$ cat src/rtl/des_unpack.sv
// des_unpack: credit-gated result FIFO that serialises 64-bit DES blocks to bytes.
// Define DES_UNPACK_LAST_EN to add the olast end-of-block marker output.
module des_unpack #(
  parameter int DEPTH = 4
) (
  input  logic        clk,
  input  logic        rst,
  input  logic        issue,
  output logic        credit,
  input  logic [63:0] od,
  input  logic        outvalid,
  output logic [7:0]  odata,
  output logic        ovalid,
  input  logic        oready,
`ifdef DES_UNPACK_LAST_EN
  output logic        olast,
`endif
  output logic        err
);

  localparam int AW = (DEPTH > 1) ? $clog2(DEPTH) : 1;
  localparam int CW = $clog2(DEPTH + 1);
  localparam logic [CW-1:0] FULL = CW'(DEPTH);
  localparam logic [CW:0]   LIM  = (CW+1)'(DEPTH);

  logic [63:0]   mem [DEPTH];
  logic [CW-1:0] inflight;
  logic [CW-1:0] count;
  logic [AW-1:0] wptr;
  logic [AW-1:0] rptr;
  logic [2:0]    bidx;
  logic [CW:0]   used;
  logic [63:0]   head;
  logic          iss_ok;
  logic          ov_ok;
  logic          take;
  logic          pop;
  logic          wr;
  logic          bad;

  always_comb begin
    used   = {1'b0, inflight} + {1'b0, count};
    credit = used < LIM;
    ovalid = count != '0;
    head   = mem[rptr];
    // ~bidx == 7-bidx: byte 0 is the most significant byte
    odata  = ovalid ? 8'(head >> {~bidx, 3'b000}) : 8'h00;
    take   = ovalid && oready;
    pop    = take && (bidx == 3'd7);
    iss_ok = issue && credit;
    ov_ok  = outvalid && (inflight != '0);
    // a pop in the same cycle frees the slot the write needs
    wr     = ov_ok && ((count != FULL) || pop);
    bad    = (issue && !credit)
          || (outvalid && (inflight == '0))
          || (ov_ok && !wr);
  end

`ifdef DES_UNPACK_LAST_EN
  assign olast = ovalid && (bidx == 3'd7);
`endif

  always_ff @(posedge clk or posedge rst) begin
    if (rst) begin
      inflight <= '0;
      count    <= '0;
      wptr     <= '0;
      rptr     <= '0;
      bidx     <= '0;
      err      <= 1'b0;
    end else begin
      inflight <= inflight + CW'(iss_ok) - CW'(ov_ok);
      count    <= count + CW'(wr) - CW'(pop);
      if (wr)
        wptr <= wptr + AW'(1);
      if (pop)
        rptr <= rptr + AW'(1);
      if (take)
        bidx <= bidx + 3'd1;
      if (bad)
        err <= 1'b1;
    end
  end

  always_ff @(posedge clk) begin
    if (wr)
      mem[wptr] <= od;
  end

endmodule

$ cat config.mk
export PLATFORM = sky130hd
export DESIGN_NAME = des_unpack
export DESIGN_NICKNAME = d
export VERILOG_FILES = /design/src/rtl/des_unpack.sv
export SDC_FILE = /design/constraint.sdc
export NUM_CORES = 1
export LEC_CHECK = 0
export BUFFER_PORTS_ARGS = -buffer_cell sky130_fd_sc_hd__buf_2
export CORE_MARGIN = 2
export CORE_UTILIZATION = 25
export CTS_CLUSTER_SIZE = 30
export DETAILED_ROUTE_END_ITERATION = 6
export SLEW_MARGIN = 10
export SYNTH_ARGS = -nofsm -noshare
export SYNTH_HDL_FRONTEND = slang
export SYNTH_SLANG_ARGS = --single-unit
$ cat constraint.sdc
create_clock -name clk -period 3.4 [get_ports clk]
set_input_delay 0.51 -clock clk [delete_from_list [all_inputs] [get_ports clk]]
set_output_delay 0.51 -clock clk [all_outputs]
set_load 0.02 [all_outputs]
==> results of run 1 <==
==> cell usage after synthesis <==
| cell type | count | area [um2] |
|---|---|---|
| a221o_1 | 9 | 90.1 |
| a221oi_1 | 8 | 70.1 |
| a22oi_1 | 8 | 60.1 |
| a31oi_1 | 9 | 56.3 |
| and2_1 | 2 | 12.5 |
| and3_1 | 5 | 31.3 |
| buf_1 | 4 | 15.0 |
| buf_12 | 3 | 60.1 |
| buf_2 | 2 | 10.0 |
| buf_4 | 3 | 22.5 |
| buf_6 | 6 | 67.6 |
| buf_8 | 2 | 30.0 |
| clkbuf_1 | 3 | 11.3 |
| dfrtp_1 | 14 | 350 |
| edfxtp_1 | 256 | 7690 |
| fa_1 | 2 | 40.0 |
| ha_1 | 12 | 150 |
| inv_1 | 13 | 48.8 |
| inv_2 | 1 | 3.75 |
| mux2_2 | 3 | 33.8 |
| mux2i_1 | 32 | 320 |
| mux4_1 | 29 | 762 |
| mux4_2 | 27 | 608 |
| nand2_1 | 4 | 15.0 |
| nor2_1 | 4 | 15.0 |
| nor2b_1 | 4 | 25.0 |
| nor3_1 | 1 | 5.00 |
| nor3_2 | 1 | 10.0 |
| nor4_1 | 1 | 6.26 |
| o21ai_0 | 7 | 35.0 |
| o21ai_1 | 1 | 5.00 |
| xnor2_1 | 7 | 61.3 |
| xor2_1 | 1 | 8.76 |
==> worst max-delay path, cell delays in order, from the launching register on <==
cell and delay [ns]:
dfrtp_4 0.56, buf_12 0.19, mux4_1 0.35, mux2i_1 0.09, a221o_1 0.45, a31oi_1 0.33, buf_2 0.24
==> metal layers <==
layer | track usage [%] | vias up | wire, um
li1 | - | 2257 | -
met1 | 13.6 | 2662 | 9430
met2 | 16.7 | 161 | 11000
met3 | 2.77 | 34 | 1660
met4 | 2.21 | 4 | 449
met5 | 0 | - | 27
==> sequential cells by signal, indices dropped and copies added, names as in the netlist <==
signal and cells:
bidx 3, count 3, err 1, inflight 3, mem 256, rptr 2, wptr 2
==> worst paths after layout <==
check	from	to	slack (ns)	cells past startpoint
worst max-delay path	rptr[0]$_DFFE_PP0P_	odata[6]	0.13	6
worst min-delay path	rst	rptr[0]$_DFFE_PP0P_	0.08	2
worst max register to register	count[1]$_DFF_PP0_	inflight[2]$_DFF_PP0_	0.54	10
worst min register to register	err$_DFFE_PP0P_	err$_DFFE_PP0P_	0.49	1
max in group asynchronous	rst	rptr[0]$_DFFE_PP0P_	2.82	2
min in group clk	od[12]	mem[1][12]$_DFFE_PP_	0.19	1
==> final cells by class <==
cell class	count	area [um2]	share of cell area [%]
clock buffers	31	691	5.44
clock inverters	16	151	1.19
inverters	14	52.6	0.414
multi-input cells	177	2430	19.1
flip-flops and latches	270	8040	63.3
well taps	539	674	5.31
repair buffers	99	658	5.18
==> through the flow <==
stage | util (%) | hold slack [ns]
after floorplan | - | 0.399
after global placement | 28.1 | 0.466
after detailed placement | 28.1 | 0.474
after CTS | 30.1 | 0.0811
after global routing | 30.1 | 0.104
final | 30.1 | 0.0780
==> power breakdown <==
group | internal [W] | total (W) | switching [W]
combinational | 0.00157 | 0.00363 | 0.00206
clock | 0.00167 | 0.00285 | 0.00118
sequential | 0.00442 | 0.00469 | 0.000264
==> kinds of logic after synthesis <==
group | after synthesis | share of synthesized area [%]
AOI/OAI and AO/OA | 42 | 2.95
and+or+nand+nor | 22 | 1.12
DFF | 270 | 74.9
xor gates and xnor gates | 8 | 0.653
buffers and inverters | 37 | 2.51
muxes | 91 | 16.1
adders and majority gates | 14 | 1.77
==> impl_metrics.toml, run 1 <==
[power_and_ir_drop]
leakage_nw = 4.34
p_total_w = 0.0112
peakVddDrop_mv = 0.484
p_per_area_nw_per_um2 = 880

[sta]
finalCritPeriodShare_pct = 96.1
fmax_ghz = 0.306
fin_skew_ns = 0.0136
fin_tns_setup_ns = 0
setup_ws_ns = 0.133
rsz0062_at_grt = "no"
worst_pin_slew_ns = 0.757
fin_crit_ns = 3.27
setup_viol = 0
max_slew_margin_pct = 49.4
finalHoldViolCount = 0
drv_slew = 0

[grt]
grt_pass1_wl_mm = 33.7
grt_remaining_overflow = 0
grt_max_degree = 51
antenna_found_initial = 4
grt_usage_pct = 10.2
first_global_vias = 5244

[floorplanning]
rows = 75
die_area_um2 = 44600
core_area_um2 = 42100
dieHeight_um = 211
initial_utilization_pct = 25.5
die_x_um = 211
num_io_pins = 80

[route]
vias = 5118
drcViolationCount = 0
ant_nets = 0
avgRoutedWirePerCell_um = 19.7
viasPerCell = 4.47
drt_wl_total_mm = 22.6
dr.pass1.iters = 4
drt_iter0_drc = 450

[finish]
fillCellCount = 4051
stdcell_area_um2 = 12700
fin_cells = 1146
n_antenna_cell = 0
final_nets = 671
drive_above_1_share_pct = 28.8
final_cell_mix = "edfxtp_1, buf_2, mux2i_1, mux4_1"
final_common_cell = "edfxtp_1"
area_growth_pct = 18.3

[worst_setup_path]
cp_max_fo = 14
cp-end-kind = "output port"
critPathLaunchType = "register"
critical_path_class = "reg2out"
worstPathArrival_ns = 2.76
required_ns = 2.89

[logic_synthesis]
synth-seq-cells = 270
synth.avg_cell_area_um2 = 22.2
syn_area_um2 = 10700
netlist-cell-type-count = 33
yosys_warnings = 0
syn-num-nets = 567
syn_inst = 484
synth_seq_area_share_pct = 74.9

[clock_tree]
cts.clk_slew.worst_paths_ns = 0.06
post_cts_buffers = 0
cts_hold_repair.buffers = 0
clockRootBuffer = "clkbuf_16"
clock-sinks = 270
clock_latency_ns = 0.54
cts_made_buffers = 26
cts_resized = 0
clockBufferDepth = 3
htreeDepth = 1
cts_tree = "yes"

[placed_design]
io_buffer_count = 79
place_ws_ns = 0.507
place_congestion = 0.718
dpl_cell_area_um2 = 11900
place_hpwl_mm = 14.7
place_inst = 1099

[run_status]
status = "finished clean"

[hold_path]
holdCritPathClass = "in2async"

[flow_run]
maxCapViolCount = 0
No activity file was read; power rests on OpenSTA's default activity.
==> inputs of run 2 (changes only) <==
--- a/config.mk
+++ b/config.mk
@@ -5,11 +5,12 @@
 export SDC_FILE = /design/constraint.sdc
 export NUM_CORES = 1
 export LEC_CHECK = 0
-export BUFFER_PORTS_ARGS = -buffer_cell sky130_fd_sc_hd__buf_2
 export CORE_MARGIN = 2
 export CORE_UTILIZATION = 25
 export CTS_CLUSTER_SIZE = 30
 export DETAILED_ROUTE_END_ITERATION = 6
+export DONT_BUFFER_PORTS = 1
+export SKIP_LAST_GASP = 1
 export SLEW_MARGIN = 10
 export SYNTH_ARGS = -nofsm -noshare
 export SYNTH_HDL_FRONTEND = slang
==> run 2 against run 1 <==
Core utilization fell by 0.48 points. Design area fell by 1.6%. Routed wire length fell by 1.3%. Critical path depth did not move. Non-clock buffer count fell by 70. Via count fell by 7.5%. Power rose by 4.1%. Maximum frequency fell by 0.71%. Critical endpoint is now odata[0]. Largest cell class unchanged.
==> impl_metrics.toml, run 2 (synthesized netlist as in run 1, its figures left out) <==
[route]
drt_wl_total_mm = 22.3
ant_nets = 0
viasPerCell = 4.41
dr.pass1.iters = 5
drcViolationCount = 0
drt_iter0_drc = 389
vias = 4732
avgRoutedWirePerCell_um = 20.8

[worst_setup_path]
worstPathArrival_ns = 2.78
reg2reg_from = "bidx[1]$_DFFE_PP0P_"
cp-end-kind = "output port"
cpPeakStageDelay_ns = 0.58
r2r_slack_ns = 0.43
required_ns = 2.89
crit_family = "multiplexers"
cp_max_fo = 12
critical_path.cell_chain = "buf_8 -> mux4_2 -> mux2i_1 -> a221o_1 -> a31oi_1 -> buf_4"
worstReg2RegEnd = "count[2]$_DFF_PP0_"
critPathBufInv = 2
critical_path_class = "reg2out"
rr_worst_depth = 14
slowest_stage = "dfrtp_4"
critPathLaunchType = "register"

[sta]
fin_skew_ns = 0.0107
fin_crit_ns = 3.29
fmax_ghz = 0.304
setup_viol = 0
max_slew_margin_pct = 55.1
holdWs_ns = 0.0729
worst_pin_slew_ns = 0.673
finalCritPeriodShare_pct = 96.8
drv_slew = 0
rsz0062_at_grt = "no"
finalHoldViolCount = 0
fin_tns_setup_ns = 0

[clock_tree]
htreeDepth = 1
clock-sinks = 270
clockRootBuffer = "clkbuf_16"
clock_latency_ns = 0.53
cts_tree = "yes"
cts_made_buffers = 25
clockBufferDepth = 3
cts.clk_slew.worst_paths_ns = 0.07
cts_resized = 0

[placed_design]
dpl_cell_area_um2 = 11400
place_hpwl_mm = 14.2
place_congestion = 0.706
place_inst = 1026
io_buffer_count = 0

[finish]
largest_reg_flops = 256
fin_cells = 1074
drive_above_1_share_pct = 20.4
area_growth_pct = 16.4
stdcell_area_um2 = 12500
regMostFlops = "mem"
final_nets = 600
n_antenna_cell = 0
final_common_cell = "edfxtp_1"
final_cell_mix = "edfxtp_1, mux2i_1, mux4_1, mux4_2, clkbuf_16"

[floorplanning]
rows = 75
dieHeight_um = 211
core_area_um2 = 42100
die_area_um2 = 44600
die_x_um = 211
num_io_pins = 80
initial_utilization_pct = 25.5

[grt]
antenna_found_initial = 0
grt_max_degree = 42
grt_remaining_overflow = 0
grt_pass1_wl_mm = 32.9
first_global_vias = 4999
grt_usage_pct = 10.1

[flow_run]
maxCapViolCount = 0

[hold_path]
hold_path_depth = 0
min_to = "mem[3][45]$_DFFE_PP_"
min-delay-start = "od[45]"
holdCritPathClass = "in2reg"

[power_and_ir_drop]
leakage_nw = 4.13
peakVddDrop_mv = 0.418
p_per_area_nw_per_um2 = 931
p_total_w = 0.0116

[run_status]
status = "finished clean"
run 2: cell types whose count changed in the layout (fill, tap and decap cells not counted), moves of 3 or more:
cell and delta:
buf_4 +11, buf_2 -79, bufinv_16 +7, clkinv_1 -5, buf_12 -5, clkinv_2 -5, clkbuf_8 +3
run 2: worst max path at each step:
| stage | cells past startpoint | to | slack (ns) | startpoint |
|---|---|---|---|---|
| floorplan | 5 | mem[0][0]$_DFFE_PP_ | 0.31 | bidx[0]$_DFFE_PP0P_ |
| global placement | 6 | odata[4] | 0.49 | rptr[0]$_DFFE_PP0P_ |
| detailed placement | 14 | count[2]$_DFF_PP0_ | 0.44 | bidx[1]$_DFFE_PP0P_ |
| CTS | 6 | odata[4] | 0.08 | rptr[0]$_DFFE_PP0P_ |
| global route | 6 | odata[0] | 0.008 | rptr[0]$_DFFE_PP0P_ |
| finish | 6 | odata[0] | 0.11 | rptr[0]$_DFFE_PP0P_ |
run 2: cell type report:
type                       instances  area [um2]
clock buffer                      30         674
clock inverter                    15         334
fill                            4028       29600
inverter                          14        52.6
multi-input combinational        177        2430
sequential                       270        8050
tap                              539         674
timing repair buffer              29         285
run 2: stage by stage:
step	util [%]	setup WS (ns)
after floorplan	-	0.308
after global placement	27.2	0.491
after detailed placement	27.2	0.443
after CTS	29.6	0.0806
after global routing	29.6	0.00796
final	29.6	0.110
run 2: metal layers:
| layer | global-route usage [%] | part of all wire, % | vias up | routed length, um |
|---|---|---|---|---|
| li1 | - | - | 2108 | - |
| met1 | 12.7 | 41 | 2467 | 9250 |
| met2 | 16.7 | 49 | 126 | 10900 |
| met3 | 3.55 | 7.9 | 31 | 1770 |
| met4 | 2.16 | 1.7 | 0 | 389 |
| met5 | 0 | 0 | - | 0 |
run 2: what timing repair did:
action | CTS | global route
setup buffers | 2 | 0
setup endpoints to repair | 7 | 0
hold buffers | 1 | 0
hold endpoints to repair | 14 | 0
run 2: power breakdown:
group | internal, W | switching (W)
Combinational | 0.00156 | 0.00192
Sequential | 0.00443 | 0.000328
Clock | 0.00218 | 0.00121
Total | 0.00817 | 0.00346
run 2: worst register-to-register path: stages (launching register included):
cell and delay (ns):
dfrtp_1 0.66, ha_1 0.26, ha_1 0.15, nand2_1 0.07
a31oi_1 0.16, buf_4 0.15, and2_1 0.18, inv_1 0.06
ha_1 0.26, inv_1 0.05, ha_1 0.13, inv_1 0.05
fa_1 0.37, xnor2_1 0.20, xnor2_1 0.14
